==> config.mk <==
export PLATFORM = sky130hd
export DESIGN_NAME = fsm_stream_arbiter
export DESIGN_NICKNAME = d
export VERILOG_FILES = /design/src/rtl/fsm_stream_pkg.sv /design/src/rtl/rr_arbiter.sv /design/src/rtl/fsm_stream_arbiter.sv
export SDC_FILE = /design/constraint.sdc
export NUM_CORES = 1
export LEC_CHECK = 0
export ABC_AREA = 1
export BUFFER_PORTS_ARGS = -buffer_cell sky130_fd_sc_hd__buf_2
export CAP_MARGIN = 5
export CORE_MARGIN = 5
export CORE_UTILIZATION = 45
export DETAILED_ROUTE_END_ITERATION = 8
export GPL_ROUTABILITY_DRIVEN = 0
export MAX_ROUTING_LAYER = met4
export PLACE_DENSITY = 0.76
export SYNTH_ARGS = -nofsm -noshare
export SYNTH_HDL_FRONTEND = slang
export SYNTH_SLANG_ARGS = --single-unit
==> constraint.sdc <==
create_clock -name flux -period 1.6 [get_ports flux]
set_clock_uncertainty 0.1 [all_clocks]
set_input_delay 0.32 -clock flux [delete_from_list [all_inputs] [get_ports flux]]
set_output_delay 0.32 -clock flux [all_outputs]
set_load 0.01 [all_outputs]
==> src/rtl/fsm_stream_pkg.sv <==
// Shared definitions for the serial FSM stream arbiter: controller states,
// default geometry and the requester-id width helper.
package fsm_stream_pkg;

    localparam int DEF_WIDTH = 8;
    localparam int DEF_NREQ  = 2;

    typedef enum logic [1:0] {
        ST_IDLE  = 2'd0,
        ST_SHIFT = 2'd1,
        ST_DRAIN = 2'd2,
        ST_DONE  = 2'd3
    } ctrl_state_e;

    // A single requester still needs a 1-bit id field.
    function automatic int id_width(input int n);
        return (n > 1) ? $clog2(n) : 1;
    endfunction

endpackage

==> src/rtl/rr_arbiter.sv <==
// Round-robin arbiter: combinational one-hot grant starting at the pointer,
// pointer advances past the winner when the grant is taken.
module rr_arbiter
    import fsm_stream_pkg::*;
#(
    parameter  int NREQ = DEF_NREQ,
    localparam int IDW  = id_width(NREQ)
) (
    input  logic            flux,
    input  logic            reset,
    input  logic [NREQ-1:0] req,
    input  logic            en,
    output logic [NREQ-1:0] gnt,
    output logic [IDW-1:0]  gnt_id,
    output logic            any
);

    logic [IDW-1:0] ptr;

    // NOTE: every combinational output gets a default first so no latch is inferred.
    always_comb begin
        int idx;
        gnt    = '0;
        gnt_id = '0;
        any    = 1'b0;
        idx    = 0;
        for (int off = 0; off < NREQ; off++) begin
            idx = int'(ptr) + off;
            if (idx >= NREQ) idx = idx - NREQ;
            if (!any && req[idx]) begin
                any      = 1'b1;
                gnt[idx] = 1'b1;
                gnt_id   = IDW'(idx);
            end
        end
    end

    // NOTE: sequential state uses non-blocking assignments only.
    always_ff @(posedge flux or posedge reset) begin
        if (reset) begin
            ptr <= '0;
        end else if (en && any) begin
            ptr <= (gnt_id == IDW'(NREQ - 1)) ? '0 : gnt_id + IDW'(1);
        end
    end

endmodule

==> src/rtl/fsm_stream_arbiter.sv <==
// Shares one serial sequence FSM between NREQ requesters: arbitrate, stream
// the word LSB first, capture the FSM output per bit, return it tagged.
module fsm_stream_arbiter
    import fsm_stream_pkg::*;
#(
    parameter  int WIDTH = DEF_WIDTH,
    parameter  int NREQ  = DEF_NREQ,
    localparam int IDW   = id_width(NREQ)
) (
    input  logic                    flux,
    input  logic                    reset,
    input  logic [NREQ-1:0]         req,
    input  logic [NREQ*WIDTH-1:0]   req_data,
    output logic [NREQ-1:0]         gnt,
    output logic                    busy,
    output logic                    fsm_reset,
    output logic                    fsm_in,
    input  logic                    fsm_out,
    output logic                    resp_valid,
    input  logic                    resp_ready,
    output logic [IDW-1:0]          resp_id,
    output logic [WIDTH-1:0]        resp_data
);

    localparam int CW = $clog2(WIDTH);

    ctrl_state_e     state;
    logic [CW-1:0]   cnt;
    logic [WIDTH-1:0] word;
    logic [NREQ-1:0] arb_gnt;
    logic [IDW-1:0]  arb_id;
    logic            arb_any;
    logic            idle_open;
    logic            take;

    // Grants are suppressed while reset is held so gnt reads 0 immediately.
    assign idle_open = (state == ST_IDLE) && !reset;
    assign take      = idle_open && arb_any;
    assign gnt       = idle_open ? arb_gnt : '0;

    rr_arbiter #(.NREQ(NREQ)) u_arb (
        .flux   (flux),
        .reset  (reset),
        .req    (req),
        .en     (take),
        .gnt    (arb_gnt),
        .gnt_id (arb_id),
        .any    (arb_any)
    );

    assign busy       = (state != ST_IDLE);
    assign fsm_reset  = !((state == ST_SHIFT) || (state == ST_DRAIN));
    assign fsm_in     = (state == ST_SHIFT) ? word[cnt] : 1'b0;
    assign resp_valid = (state == ST_DONE);

    always_ff @(posedge flux or posedge reset) begin
        if (reset) begin
            state     <= ST_IDLE;
            cnt       <= '0;
            word      <= '0;
            resp_id   <= '0;
            resp_data <= '0;
        end else begin
            case (state)
                ST_IDLE: begin
                    if (take) begin
                        word    <= req_data[int'(arb_id)*WIDTH +: WIDTH];
                        resp_id <= arb_id;
                        cnt     <= '0;
                        state   <= ST_SHIFT;
                    end
                end
                ST_SHIFT: begin
                    // The FSM's reaction to bit k-1 is visible during cycle k.
                    if (cnt != '0) resp_data[cnt - CW'(1)] <= fsm_out;
                    if (cnt == CW'(WIDTH - 1)) state <= ST_DRAIN;
                    else                       cnt   <= cnt + CW'(1);
                end
                ST_DRAIN: begin
                    resp_data[WIDTH-1] <= fsm_out;
                    state              <= ST_DONE;
                end
                ST_DONE: begin
                    if (resp_ready) state <= ST_IDLE;
                end
                default: state <= ST_IDLE;
            endcase
        end
    end

endmodule
==> impl_metrics.json <==
{
  "cap_violations": 0,
  "synth_top_area_share_pct": 39.8,
  "initial_core_util_pct": 47.0,
  "worstPathRequired_ns": 1.18,
  "power_leakage_nw": 1.04,
  "syn_to_final_growth_pct": 33.0,
  "finalInstanceArea_um2": 1930,
  "vias": 1312,
  "peakVddDrop_mv": 0.845,
  "path_clk_slew_ns": 0.13,
  "rows": 20,
  "cp-end-kind": "output pin",
  "timing.hold.ws_ns": 0.104,
  "fin_util_pct": 62.6,
  "syn_inst": 200,
  "final.setup.tns_ns": -1.32,
  "max_slew_margin_pct": 80.6,
  "max_freq_mhz": 538,
  "post_drt_wl_per_cell_um": 9.99,
  "clk_latency_ns": 0.32,
  "syn-num-nets": 231,
  "die-area_um2": 4450,
  "path_max_fanout": 3,
  "cts_sinks": 23,
  "synth_edf_count": 0,
  "drv_slew": 0,
  "track_usage_pct": 15.0,
  "portBuffers": 36,
  "cts_tree": "yes",
  "synthArstFlopShare_pct": 100,
  "avgSynthCellArea_um2": 7.24,
  "dr.pass1.iters": 4,
  "r2r-end": "resp_data[3]$_DFFE_PP0P_",
  "hp-start": "fsm_out",
  "fin_ws_ns": -0.259,
  "drc": 0,
  "fin_total_pwr_mw": 3.52,
  "die_w_um": 66.7,
  "dpl-instance-area_um2": 1720,
  "drt_iter0_markers": 36,
  "numCtsBuffers": 3,
  "grt_max_degree": 24,
  "grt_pass1_vias": 1235,
  "die_h_um": 66.7,
  "dp_hpwl_um": 2180,
  "cts_buffer_depth": 2,
  "start_kind": "register",
  "synthTopCellsByCount": "nand2_1 (74), inv_1 (25), dfrtp_1 (23), nor2_1 (19), o21ai_1 (12)",
  "ff2ff_setup_slack_ns": -0.08,
  "synth_top_cell_by_area": "dfrtp_1",
  "hold_depth": 3,
  "yosysSeqAreaShare_pct": 39.8,
  "wirelength_um": 2990,
  "coreArea_um2": 3080,
  "rsz0062_at_grt": "yes",
  "synthTopCellsByArea": "dfrtp_1 (40%), nand2_1 (19%), ha_1 (7.8%), inv_1 (6.5%), nor2_1 (4.9%)",
  "arrival_ns": 1.44,
  "ys_types": 20,
  "min_period_ns": 1.86,
  "status": "finished with violations",
  "layout.cells.non_filler": 299,
  "overflow": 0,
  "yosysMostFrequentCell": "nand2_1",
  "crit_type": "reg2out",
  "io-pin-count": 37,
  "yosys_warnings": 0,
  "worst_slew_pin_slew_ns": 0.290,
  "setup_viol": 17,
  "p_per_area_nw_per_um2": 1830,
  "grt_antenna_before_repair": 0,
  "violations": "setup timing",
  "n_fill_cell": 296,
  "post-route-period-util_pct": 116,
  "worstHoldEndpoint": "resp_data[7]$_DFFE_PP0P_",
  "hold_viol_final": 0,
  "syn_area_um2": 1450,
  "place_ws_ns": -0.0111,
  "final_net_count": 287,
  "r2r-start": "cnt[0]$_DFFE_PP0P_",
  "htreeDepth": 1,
  "n_antenna_cell": 0,
  "ff2ff_path_depth": 10,
  "drive_gt1_share_pct": 37.3,
  "clock-root-buffer": "clkbuf_4",
  "hold_path.class": "in2reg",
  "synth-seq-cells": 23,
  "grt_pass1_wl_um": 5090,
  "dp.cells": 286,
  "via_per_inst": 4.39,
  "synth-main-ff-cell": "dfrtp_1",
  "postRouteAntennaNets": 0
}
cell families after synthesis:
logic type               share of synthesized area (%)
buffers and inverters                             10.3
flip-flops                                        39.8
AND/OR/NAND/NOR                                   34.3
adder cells (fa/ha/maj)                           7.78
AO/OA/AOI/OAI                                     7.87
critical path, stage by stage, from the launching register on:
cell     delay, ns
dfrtp_1       0.42
inv_2         0.10
ha_4          0.16
inv_4         0.04
nor2_4        0.09
o21ai_4       0.10
nor2_2        0.08
buf_2         0.13
per-layer routing:
layer,part of all wire (%),track usage [%],up-vias
met5,0,-,-
met4,0.64,1.52,0
met3,5.7,3.71,2
met2,51,27.5,28
met1,43,17.1,568
li1,-,-,714
final cells by class:
type / count / area [µm²] / share of cell area [%]
multi-input combinational: 143 / 791 / 41.1
sequential: 23 / 578 / 30.0
timing repair buffer: 54 / 350 / 18.2
inverter: 31 / 124 / 6.43
tap: 44 / 55.1 / 2.86
clock buffer: 3 / 22.5 / 1.17
clock inverter: 1 / 5.00 / 0.260
flip-flops by register name (all words and copies together), names as in the netlist:
signal and cells:
resp_data 8, cnt 3, state 2, u_arb.ptr 1, resp_id 1, word 8
worst max-delay path by stage:
stage                               startpoint  endpoint  slack, ns  depth (start not counted)
after floorplan           state[0]$_DFFE_PP0P_    gnt[1]      0.008                          7
after global placement    state[1]$_DFFE_PP0P_    gnt[0]       0.05                          7
after detailed placement  state[1]$_DFFE_PP0P_    gnt[0]      -0.01                          7
after CTS                   cnt[0]$_DFFE_PP0P_    fsm_in      -0.25                          8
after global routing        cnt[0]$_DFFE_PP0P_    fsm_in      -0.37                          8
final                     state[1]$_DFFE_PP0P_    gnt[1]      -0.26                          7
cells in the final DEF (no fill, tap or decap), drive strengths merged:
cell type | synthesis | layout
buf | 3 | 53
o21bai | 1 | 1
clkinv | 1 | 2
clkbuf | 0 | 3
dfrtp | 23 | 23
inv | 30 | 30
nor2 | 23 | 23
nand2 | 80 | 80
ha | 9 | 9
or2 | 1 | 1
a21oi | 1 | 1
o21ai | 18 | 18
nand3 | 10 | 10
dlygate4sd3 | 0 | 1
timing repair:
item,CTS,global route
resized for setup,18,11
endpoints found under the hold margin,23,0
pin swaps,5,2
endpoints found under the setup margin,6,26
cloned,0,0
hold buffers,1,0
buffers inserted,7,2
report_power, final:
part / internal (mW) / leakage, nW / total (mW) / switching (mW)
Sequential: 0.860 / 0.272 / 1.03 / 0.170
Clock: 0.0938 / 0.0177 / 0.275 / 0.181
Combinational: 1.01 / 0.755 / 2.22 / 1.21
Total: 1.96 / 1.04 / 3.52 / 1.56
No activity file was read; power rests on OpenSTA's default activity.
